`src/rtl/uncached_store_buffer_if.sv`:
```
// SRAM-like data bus between the core, the store buffer and the cache adapter.
// The master drives the request fields; the slave returns read data and handshakes.
interface uncached_store_buffer_if;
  logic        req;
  logic        wr;
  logic [1:0]  size;
  logic [31:0] addr;
  logic [31:0] wdata;
  logic        uncached;
  logic [31:0] rdata;
  logic        addr_ok;
  logic        data_ok;

  modport master (
    output req, wr, size, addr, wdata, uncached,
    input  rdata, addr_ok, data_ok
  );

  modport slave (
    input  req, wr, size, addr, wdata, uncached,
    output rdata, addr_ok, data_ok
  );
endinterface

```
`src/rtl/uncached_store_buffer.sv`:
```
// Posted-write FIFO for uncached stores on the data-side SRAM-like bus; other accesses pass through once drained.
// Optional stall-cycle counter on sb_stall_cnt is built when SB_STALL_CNT_EN is defined.
module uncached_store_buffer #(
  parameter int DEPTH     = 4,
  parameter bit ENABLE_SB = 1'b1
) (
  input  logic                   clk,
  input  logic                   rst,
  uncached_store_buffer_if.slave cpu,
  uncached_store_buffer_if.master mem,
  output logic [31:0]            sb_stall_cnt
);

  localparam int PW = $clog2(DEPTH);
  localparam int CW = $clog2(DEPTH + 1);

  typedef enum logic [1:0] {
    IDLE,
    DRAIN_WAIT,
    PASS_WAIT
  } state_t;

  state_t         state;
  state_t         next_state;

  logic [31:0]    fifo_addr  [DEPTH];
  logic [31:0]    fifo_wdata [DEPTH];
  logic [1:0]     fifo_size  [DEPTH];
  logic [PW-1:0]  wptr;
  logic [PW-1:0]  rptr;
  logic [CW-1:0]  count;
  logic           ack_pend;

  logic           bufferable;
  logic           store_ok;
  logic           pass_ok;
  logic           push;
  logic           pop;

  assign bufferable = cpu.req & cpu.wr & cpu.uncached & ENABLE_SB;
  assign store_ok   = bufferable & (count < CW'(DEPTH)) & (state != PASS_WAIT);
  // A non-bufferable access only goes out once every posted store has drained.
  assign pass_ok    = (state == IDLE) & (count == '0) & cpu.req & ~bufferable & ~ack_pend;
  assign push       = ~rst & store_ok;
  assign pop        = (state == DRAIN_WAIT) & mem.data_ok;

  always_ff @(posedge clk) begin
    if (push) begin
      fifo_addr[wptr]  <= cpu.addr;
      fifo_wdata[wptr] <= cpu.wdata;
      fifo_size[wptr]  <= cpu.size;
    end
  end

  always_ff @(posedge clk or posedge rst) begin
    if (rst) begin
      wptr     <= '0;
      rptr     <= '0;
      count    <= '0;
      ack_pend <= 1'b0;
    end else begin
      if (push) wptr <= wptr + 1'b1;
      if (pop)  rptr <= rptr + 1'b1;
      count    <= count + CW'(push) - CW'(pop);
      ack_pend <= push;
    end
  end

  always_ff @(posedge clk or posedge rst) begin
    if (rst) state <= IDLE;
    else     state <= next_state;
  end

  always_comb begin
    next_state   = state;
    mem.req      = 1'b0;
    mem.wr       = 1'b0;
    mem.size     = 2'd0;
    mem.addr     = 32'h0;
    mem.wdata    = 32'h0;
    mem.uncached = 1'b0;
    cpu.addr_ok  = 1'b0;
    cpu.data_ok  = 1'b0;
    cpu.rdata    = mem.rdata;
    if (!rst) begin
      cpu.addr_ok = store_ok;
      // Drain completions are absorbed here; only pass-through data_ok reaches the core.
      cpu.data_ok = ack_pend | ((state == PASS_WAIT) & mem.data_ok);
      unique case (state)
        IDLE: begin
          if (count != '0) begin
            mem.req      = 1'b1;
            mem.wr       = 1'b1;
            mem.uncached = 1'b1;
            mem.size     = fifo_size[rptr];
            mem.addr     = fifo_addr[rptr];
            mem.wdata    = fifo_wdata[rptr];
            if (mem.addr_ok) next_state = DRAIN_WAIT;
          end else if (pass_ok) begin
            mem.req      = 1'b1;
            mem.wr       = cpu.wr;
            mem.uncached = cpu.uncached;
            mem.size     = cpu.size;
            mem.addr     = cpu.addr;
            mem.wdata    = cpu.wdata;
            cpu.addr_ok  = mem.addr_ok;
            if (mem.addr_ok) next_state = PASS_WAIT;
          end
        end
        DRAIN_WAIT: begin
          if (mem.data_ok) next_state = IDLE;
        end
        PASS_WAIT: begin
          if (mem.data_ok) next_state = IDLE;
        end
        default: next_state = IDLE;
      endcase
    end
  end

  pop_nonempty_a: assert property (@(posedge clk) disable iff (rst) !(pop && (count == '0)));

`ifdef SB_STALL_CNT_EN
  always_ff @(posedge clk or posedge rst) begin
    if (rst)                          sb_stall_cnt <= 32'h0;
    else if (cpu.req & ~cpu.addr_ok)  sb_stall_cnt <= sb_stall_cnt + 32'd1;
  end
`else
  assign sb_stall_cnt = 32'h0;
`endif

endmodule

```
`src/flat_wrapper.sv`:
```
// flat-port wrapper written by rule: the top's interface ports become plain ports
module uncached_store_buffer_flat 
#(
  parameter int DEPTH     = 4,
  parameter bit ENABLE_SB = 1'b1
)
  (clk, rst, sb_stall_cnt, cpu_req, cpu_wr, cpu_size, cpu_addr, cpu_wdata, cpu_uncached, cpu_rdata, cpu_addr_ok, cpu_data_ok, mem_req, mem_wr, mem_size, mem_addr, mem_wdata, mem_uncached, mem_rdata, mem_addr_ok, mem_data_ok);
  uncached_store_buffer_if cpu_i ();
  uncached_store_buffer_if mem_i ();
  input  logic clk;
  input  logic rst;
  output logic [31:0] sb_stall_cnt;
  input wire logic [$bits(cpu_i.req)-1:0] cpu_req;
  input wire logic [$bits(cpu_i.wr)-1:0] cpu_wr;
  input wire logic [$bits(cpu_i.size)-1:0] cpu_size;
  input wire logic [$bits(cpu_i.addr)-1:0] cpu_addr;
  input wire logic [$bits(cpu_i.wdata)-1:0] cpu_wdata;
  input wire logic [$bits(cpu_i.uncached)-1:0] cpu_uncached;
  output wire logic [$bits(cpu_i.rdata)-1:0] cpu_rdata;
  output wire logic [$bits(cpu_i.addr_ok)-1:0] cpu_addr_ok;
  output wire logic [$bits(cpu_i.data_ok)-1:0] cpu_data_ok;
  output wire logic [$bits(mem_i.req)-1:0] mem_req;
  output wire logic [$bits(mem_i.wr)-1:0] mem_wr;
  output wire logic [$bits(mem_i.size)-1:0] mem_size;
  output wire logic [$bits(mem_i.addr)-1:0] mem_addr;
  output wire logic [$bits(mem_i.wdata)-1:0] mem_wdata;
  output wire logic [$bits(mem_i.uncached)-1:0] mem_uncached;
  input wire logic [$bits(mem_i.rdata)-1:0] mem_rdata;
  input wire logic [$bits(mem_i.addr_ok)-1:0] mem_addr_ok;
  input wire logic [$bits(mem_i.data_ok)-1:0] mem_data_ok;
  assign cpu_i.req = cpu_req;
  assign cpu_i.wr = cpu_wr;
  assign cpu_i.size = cpu_size;
  assign cpu_i.addr = cpu_addr;
  assign cpu_i.wdata = cpu_wdata;
  assign cpu_i.uncached = cpu_uncached;
  assign cpu_rdata = cpu_i.rdata;
  assign cpu_addr_ok = cpu_i.addr_ok;
  assign cpu_data_ok = cpu_i.data_ok;
  assign mem_req = mem_i.req;
  assign mem_wr = mem_i.wr;
  assign mem_size = mem_i.size;
  assign mem_addr = mem_i.addr;
  assign mem_wdata = mem_i.wdata;
  assign mem_uncached = mem_i.uncached;
  assign mem_i.rdata = mem_rdata;
  assign mem_i.addr_ok = mem_addr_ok;
  assign mem_i.data_ok = mem_data_ok;
  uncached_store_buffer #(.DEPTH(DEPTH), .ENABLE_SB(ENABLE_SB)) u_core (.clk(clk), .rst(rst), .cpu(cpu_i), .mem(mem_i), .sb_stall_cnt(sb_stall_cnt));
endmodule
```
`config.mk`:
```
export PLATFORM = sky130hd
export DESIGN_NAME = uncached_store_buffer_flat
export DESIGN_NICKNAME = d
export VERILOG_FILES = /design/src/rtl/uncached_store_buffer_if.sv /design/src/rtl/uncached_store_buffer.sv /design/src/flat_wrapper.sv
export SDC_FILE = /design/constraint.sdc
export NUM_CORES = 1
export LEC_CHECK = 0
export CAP_MARGIN = 20
export CORE_ASPECT_RATIO = 1.25
export CORE_MARGIN = 4
export CORE_UTILIZATION = 30
export DETAILED_ROUTE_END_ITERATION = 16
export PLACE_DENSITY_LB_ADDON = 0.15
export REMOVE_ABC_BUFFERS = 1
export SLEW_MARGIN = 20
export SYNTH_ARGS = -nofsm -noshare
export SYNTH_HDL_FRONTEND = slang
export SYNTH_SLANG_ARGS = --single-unit
```
`constraint.sdc`:
```
create_clock -name clk -period 7.55 [get_ports clk]
set_input_delay 1.8875 -clock clk [delete_from_list [all_inputs] [get_ports clk]]
set_output_delay 1.8875 -clock clk [all_outputs]
set_load 0.01 [all_outputs]
```
# Yosys cells after proc, flatten, opt, wreduce, memory -nomap -nowiden
# Memories as Yosys holds them, arrays and structs flattened.
# Cells that the tools add are included.
totals:
  register_bits: 10
  latchBits: 0
  ramBits: 264
  mem_bits_ro: 0
  inputBits: 105
  out_inout_bits: 135
  wordCells: 77
  n_memories: 3
mem_list:
  columns: ["memory", "words", "width", "rd", "rd_clocked_by_memory_dff", "write_ports", "line_no", "text"]
  rows:
  - ["u_core.fifo_addr", 4, 32, 1, 0, 1, "uncached_store_buffer.sv:26", "logic [31:0] fifo_addr [DEPTH];"]
  - ["u_core.fifo_wdata", 4, 32, 1, 0, 1, "uncached_store_buffer.sv:27", "logic [31:0] fifo_wdata [DEPTH];"]
  - ["u_core.fifo_size", 4, 2, 1, 0, 1, "uncached_store_buffer.sv:28", "logic [1:0] fifo_size [DEPTH];"]
classes:
  n_addsub: 4
  n_mul: 0
  n_div: 0
  order_cmp: 1
  n_eq_ne: 7
  shifts: 0
  n_mux: 37
  bitwise_logic: 15
  reduce_logical: 5
op_table:
  columns: ["cell", "n"]
  rows:
  - ["$mux W32", 8]
  - ["$mux W1", 19]
  - ["$mux W2", 9]
  - ["$and A1 B1 Y1", 11]
  - ["$ne A3 B3 Y1 const B", 2]
  - ["$reduce_and A5 Y1", 1]
  - ["$add A2 B1 Y2 const B", 2]
  - ["$pmux W2 S2", 1]
  - ["$add A3 B1 Y3", 1]
  - ["$logic_not A3 Y1", 1]
  - ["$lt A3 B3 Y1 const B", 1]
  - ["$ne A3 B2 Y1 const B", 1]
  - ["$not A1 Y1", 3]
  - ["$reduce_bool A3 Y1", 1]
  - ["$sub A3 B1 Y3", 1]
  - ["$eq A2 B1 Y1 const B", 1]
  - ["$eq A2 B2 Y1 const B", 1]
  - ["$logic_not A2 Y1", 1]
  - ["$ne A2 B1 Y1 const B", 1]
  - ["$ne A2 B2 Y1 const B", 1]
  - ["$reduce_or A2 Y1", 1]
  - ["$or A1 B1 Y1", 1]

# Longest topological paths before layout
# Gate-level depths: netlist (run 1).
depth:
  depth_word: 9
  depth_mapped: 9
  ltp_nobuf: 9

# Worst setup path before layout (run 1)
# OpenSTA, ideal clock, no wires.
synth_path:
  kind: "input to output"
  from: "input rst"
  to: "output mem_wdata[10]"
  t_arrival_ns: 3.132
  t_required_ns: 5.662
  path_slack_ns: 2.530
  path_stages: 6
  path_buffers: 2
  cell_sequence: "inv_1 nand2_1 nor2_1 buf_2 buf_1 a32o_1"
synth_via:
  elab_chain_cells: 1
synth_rtl:
  columns: ["item", "line_no", "text"]
  rows:
  - ["start, declared", "flat_wrapper.sv:11", "input logic rst;"]
  - ["$mux W32", "uncached_store_buffer.sv:85", "if (!rst) begin"]
  - ["end, declared", "flat_wrapper.sv:26", "output wire logic [$bits(mem_i.wdata)-1:0] mem_wdata;"]
# Every way passes these cells.

# Final worst setup path (run 1)
layout_path:
  from: "input rst"
  to: "output mem_addr[21]"
layout_via:
  elab_chain_cells: 1
layout_rtl:
  columns: ["item", "line_no", "text"]
  rows:
  - ["$mux W32", "uncached_store_buffer.sv:85", null]
  - ["end, declared", "flat_wrapper.sv:25", "output wire logic [$bits(mem_i.addr)-1:0] mem_addr;"]
# Every way passes these cells.

==> results_dict.tcl, run 1 <==
set metrics [dict create \
    dr.pass1.iters 4 \
    slowest_delay_ns 0.56 \
    cts_buffers 28 \
    track_usage 0.129 \
    critPathLaunch "rst" \
    synth_fa_ha_area_frac 0.0116 \
    synth_simple_gate_area_frac 0.0109 \
    layout.nets 798 \
    status "complete, no violations" \
    timing_hold_violations_final 0 \
    worst_pin_slew_ns 0.878 \
    tns_ns 0 \
    grt_pass1_vias 6343 \
    worst_path_max_delay_cell "clkdlybuf4s50_1" \
    routed_wl_um 27200 \
    ys_ff_latch 274 \
    die_h_um 226 \
    root_buffer "clkbuf_16" \
    insertion_delay_ns 0.54 \
    die_w_um 183 \
    whs_ns 0.583 \
    yosys.area.top_type_share 0.692 \
    p_per_area_mw_per_mm2 317 \
    ys_seq_area_frac 0.714 \
    hold_path.class "flop to flop" \
    rows 79 \
    finalMaxSlewViolations 0 \
    rsz0062_at_grt "no" \
    hold_buffers 0 \
    drc 0 \
    wirelength_met1_um 10800 \
    synth_compound_area_frac 0.0634 \
    min_from "u_core.state[0]" \
    r2r_start "u_core.state[0]" \
    io_pins 240 \
    gp_congestion 0.733 \
    grt_max_degree 68 \
    hpwl_um 16400 \
    area_growth_pct 22.3 \
    dr_wl_met3_um 1980 \
    cellLeakagePower_nw 4.42 \
    cts_tree "built" \
    critPathLaunchType "input port" \
    final.min_clock_period_ns 6.57 \
    yosys-top-cells-area "edfxtp_1 69%, mux4_2 13%, a32o_1 5.9%" \
    clk_pin_slew_ns 0.06 \
    post_route_cells_drive_above_1_share 0.185 \
    cpMostUsedCell "clkdlybuf4s50_1" \
    dieArea_mm2 0.0414 \
    critPathBufInv 4 \
    wl_per_cell_um 22.9 \
    port_buffers 143 \
    htreeDepth 1 \
    slew_headroom 0.415 \
    critPathTopFamily "buffers and inverters" \
    vias_per_cell 4.94 \
    netlist_area_mm2 0.0115 \
    cp_max_fo 23 \
    grt_pass1_wl_um 40300 \
    coreArea_mm2 0.0375 \
    drv_cap 0 \
    clock.fmax_mhz 152 \
    drtAntennaViolNets 0 \
    synth_top_family_by_area "multiplexers" \
    yosysTopAreaCell "edfxtp_1" \
    synthesis.instances 567 \
    finalCritPeriodShare 0.870 \
    crit_type "input port to output pin" \
    met2_length_um 13800 \
    endpoint_kind "output pin" \
    yosysUniqueCellTypes 29 \
    cts_resized 0 \
    vdd_drop_max_mv 0.252 \
    synth_xor_area_frac 0.00382 \
    initial_utilization 0.306 \
    cts_buffer_depth 3 \
    required_ns 5.66 \
    fin_skew_ns 0.0167 \
    top_layer_used "met5" \
    setup_viol_count_final 0 \
    antenna_found_initial 2 \
    post_cts_buffers 0 \
    grt_overflow 0 \
    yosys_warnings 0 \
    vias 5874 \
    worstPathCellList "clkdlybuf4s50_1, inv_1, nand2_1, nor2_4, buf_4, a32o_1, clkdlybuf4s50_1" \
    synth_mux_area_frac 0.130 \
    drt_iter0_drc 353 \
    clkSinkCount 274 \
    crit_arrival_ns 4.68 \
    syn_area_per_cell_um2 20.2 \
]
[sequential cells by signal, summed over array words and instances, names as in the netlist]
register	cells
u_core.fifo_size	8
u_core.wptr	2
u_core.state	2
u_core.rptr	2
u_core.fifo_wdata	128
u_core.ack_pend	1
u_core.count	3
u_core.fifo_addr	128
[metrics by stage]
| stage | worst slack, ns | instance area, um2 | cells | utilization | power, W |
|---|---|---|---|---|---|
| finish | 0.978 | 14000 | 1190 | 0.374 | 0.00443 |
| global route | 0.745 | 14000 | 1190 | 0.374 | 0.00467 |
| CTS | 0.909 | 14000 | 1188 | 0.373 | 0.00450 |
| floorplan | 0.970 | 10900 | 497 | - | 0.00263 |
| detailed placement | 0.920 | 13100 | 1138 | 0.350 | 0.00319 |
| global placement | 1.10 | 13000 | 1133 | 0.347 | 0.00315 |
[per-layer routing]
metal,vias up,track usage
met1,3105,0.158
li1,2508,-
met3,41,0.0359
met4,2,0.0395
met2,218,0.222
met5,-,0
[power by group]
group / internal, W / switching, W / leakage, nW / total, W
combinational: 0.000712 / 0.000604 / 1.51 / 0.00132
sequential: 0.00172 / 0.000105 / 2.49 / 0.00183
clock: 0.000734 / 0.000556 / 0.411 / 0.00129
total: 0.00317 / 0.00127 / 4.42 / 0.00443
[cells by family (layout without fill, tap and decap cells)]
logic type,Yosys count,after routing
multiplexers,66,66
flip-flops,274,274
AND/OR/NAND/NOR,23,23
buffers and inverters,112,217
XOR/XNOR,5,5
AO/OA/AOI/OAI,76,76
other,1,33
adder cells (fa/ha/maj),10,10
[cells in the mapped netlist]
| cell | instances |
|---|---|
| buf_1 | 5 |
| edfxtp_1 | 264 |
| nand2_1 | 5 |
| xnor2_1 | 4 |
| mux4_2 | 66 |
| and2_1 | 6 |
| nand2b_1 | 1 |
| a31o_2 | 1 |
| xor2_1 | 1 |
| dfrtp_1 | 10 |
| nor4_2 | 1 |
| nor3_1 | 1 |
| fa_1 | 1 |
| and3b_4 | 1 |
| conb_1 | 1 |
| clkbuf_1 | 10 |
| o221a_2 | 1 |
| a32o_1 | 67 |
| inv_1 | 11 |
| ha_1 | 9 |
| buf_12 | 2 |
| a21oi_1 | 5 |
| buf_6 | 4 |
| buf_2 | 14 |
| o21ai_0 | 2 |
| or3_1 | 1 |
| buf_8 | 1 |
| buf_4 | 65 |
| nor2_1 | 7 |
[path summary, 6_finish.rpt]
path,end,slack (ns),cells after the start
max in group asynchronous,u_core.rptr[1],5.37,2
setup reg to reg,u_core.fifo_addr[1][27],5.15,6
hold / removal,u_core.state[0],0.58,1
min in group asynchronous,u_core.wptr[0],1.82,2
setup / recovery,mem_addr[21],0.98,7
hold reg to reg,u_core.state[0],0.58,1
[area by class of cell]
type,instances,area [um2]
timing repair buffer,156,1660
tap,486,608
fill,3404,23500
inverter,11,41.3
sequential,274,8190
clock buffer,37,756
clock inverter,13,93.8
antenna,1,2.50
multi-input combinational,212,2660
[placed cells by master, fill, tap and decap left out, types with 2 or more instances in the layout]
master           netlist  final
nor2_4                 0      2
inv_1                 11     11
nand2_1                5      5
nor2_1                 7      5
edfxtp_1             264    264
a21oi_1                5      5
o21ai_0                2      2
mux4_2                66     66
clkinvlp_4             0      2
clkinv_1               0      4
dfrtp_1               10      8
clkbuf_1              10      8
clkinv_2               0      5
buf_16                 0      6
clkdlybuf4s50_1        0    143
clkbuf_16              0     29
a32o_1                67     67
conb_1                 1     32
ha_1                   9      9
buf_4                 65      6
dfrtp_4                0      2
and2_4                 0      4
xnor2_1                4      4
No activity file was read; power rests on OpenSTA's default activity.
==> inputs of run 2 (changes only) <==
--- a/config.mk
+++ b/config.mk
@@ -7,7 +7,7 @@
 export LEC_CHECK = 0
 export CAP_MARGIN = 20
 export CORE_ASPECT_RATIO = 1.25
-export CORE_MARGIN = 4
+export CORE_MARGIN = 3
 export CORE_UTILIZATION = 30
 export DETAILED_ROUTE_END_ITERATION = 16
 export PLACE_DENSITY_LB_ADDON = 0.15
==> run 2 against run 1 <==
Net effect: cell area is 0.57% higher; worst hold slack got worse by 0.030 ns; flip-flop and latch count is the same; non-clock buffer count is 2 lower; largest cell class unchanged; global-route usage up 0.44 points; critical path depth did not move; fmax increased by 3.2%; sequential power decreased by 2%.
==> results_dict.tcl, run 2 (synthesis results as in run 1) <==
set metrics [dict create \
    hpwl_um 15600 \
    routed_wl_um 27400 \
    critPathLaunchType "input port" \
    vdd_drop_max_mv 0.192 \
    vias_per_cell 4.94 \
    post_cts_buffers 0 \
    tns_ns 0 \
    clock.fmax_mhz 157 \
    rrSetupSlack_ns 5.14 \
    grt_pass1_wl_um 41700 \
    layout.cells.most_common "edfxtp_1" \
    crit_type "input port to output pin" \
    p_per_area_mw_per_mm2 324 \
    endpoint_kind "output pin" \
    cts_resized 0 \
    timing_hold_violations_final 0 \
    crit_arrival_ns 4.48 \
    top_regs "u_core.fifo_addr: 128 flops, u_core.fifo_wdata: 128 flops, u_core.fifo_size: 8 flops" \
    insertion_delay_ns 0.54 \
    grt_overflow 0 \
    grt_pass1_vias 6619 \
    final_cell_mix "264 x edfxtp_1, 143 x clkdlybuf4s50_1, 67 x a32o_1" \
    drtAntennaViolNets 0 \
    clk_pin_slew_ns 0.06 \
    dp.cells 1137 \
    layoutNonFillerInstCount 1190 \
    finalMaxSlewViolations 0 \
    hold_depth 1 \
    rr_worst_depth 6 \
    area_growth_pct 23.0 \
    fin_skew_ns 0.0171 \
    coreArea_mm2 0.0375 \
    fillers 3399 \
    rsz0062_at_grt "no" \
    worst_pin_slew_ns 0.919 \
    status "complete, no violations" \
    track_usage 0.133 \
    htreeDepth 1 \
    hold_buffers 0 \
    clkSinkCount 274 \
    dieArea_mm2 0.0406 \
    required_ns 5.66 \
    drv_cap 0 \
    root_buffer "clkbuf_16" \
    finalCritPeriodShare 0.843 \
    die_w_um 181 \
    die_h_um 224 \
    hold_path.class "flop to flop" \
    gp_congestion 0.772 \
    cts_tree "built" \
    slew_headroom 0.388 \
    grt_max_degree 68 \
    dr.pass1.iters 4 \
    setup_viol_count_final 0 \
    cellLeakagePower_nw 4.46 \
    final.min_clock_period_ns 6.37 \
    antenna_cells 0 \
    layout.nets 797 \
    post_route_cells_drive_above_1_share 0.189 \
    initial_utilization 0.306 \
    cts_buffer_depth 3 \
    antenna_found_initial 1 \
    drc 0 \
    wl_per_cell_um 23.0 \
    rows 79 \
    cp_max_fo 38 \
    io_pins 240 \
    vias 5873 \
    drt_iter0_drc 412 \
    port_buffers 143 \
    cts_buffers 29 \
]
## run 2: cell types whose count changed in the layout (fill, tap and decap cells not counted), moves of 2 or more
| cell | change |
|---|---|
| bufinv_16 | +3 |
| buf_12 | +2 |
| buf_16 | -2 |
| buf_4 | -2 |
| clkbuf_8 | +2 |
| clkinv_2 | +2 |
| clkinvlp_4 | -2 |
## run 2: final timing paths
kind                            startpoint                       end
setup / recovery                    cpu_wr               mem_addr[6]
hold / removal             u_core.state[0]           u_core.state[0]
setup reg to reg           u_core.state[0]  u_core.fifo_wdata[1][26]
hold reg to reg            u_core.state[0]           u_core.state[0]
max in group asynchronous              rst            u_core.rptr[1]
min in group asynchronous              rst           u_core.count[2]
## run 2: per-layer routing
| metal | wire [um] | GRT usage |
|---|---|---|
| met5 | 20 | 0 |
| met4 | 433 | 0.0339 |
| met3 | 1770 | 0.0349 |
| met2 | 13600 | 0.226 |
| met1 | 11500 | 0.172 |
## run 2: cell type report
| class | count | area [um2] | share of cell area |
|---|---|---|---|
| multi-input cells | 212 | 2660 | 0.189 |
| clock inverters | 15 | 183 | 0.0130 |
| repair buffers | 154 | 1630 | 0.116 |
| inverters | 11 | 41.3 | 0.00293 |
| flip-flops and latches | 274 | 8190 | 0.581 |
| clock buffers | 38 | 779 | 0.0553 |
| well taps | 486 | 608 | 0.0432 |
## run 2: report_power, final
part           switching [W]  internal, W  leakage (nW)
combinational       0.000641     0.000697          1.50
clock               0.000568     0.000862         0.476
sequential         0.0000658      0.00172          2.49
## run 2: per-stage QoR
| step | setup slack, ns | util | total power (W) | hold slack, ns | cell area (um2) |
|---|---|---|---|---|---|
| 2_1_floorplan | 0.970 | - | 0.00263 | 0.494 | 10900 |
| 3_3_place_gp | 1.18 | 0.347 | 0.00316 | 0.509 | 13000 |
| 3_5_place_dp | 1.17 | 0.350 | 0.00319 | 0.537 | 13100 |
| 4_1_cts | 1.16 | 0.376 | 0.00466 | 0.552 | 14100 |
| 5_1_grt | 1.00 | 0.376 | 0.00479 | 0.589 | 14100 |
| 6_report | 1.18 | 0.376 | 0.00456 | 0.553 | 14100 |
## run 2: worst max-delay path: stages
cell,delay [ns]
clkdlybuf4s50_1,0.43
nand2_1,0.10
and3b_4,0.23
and2_2,0.69
buf_12,0.29
a32o_1,0.24
clkdlybuf4s50_1,0.56
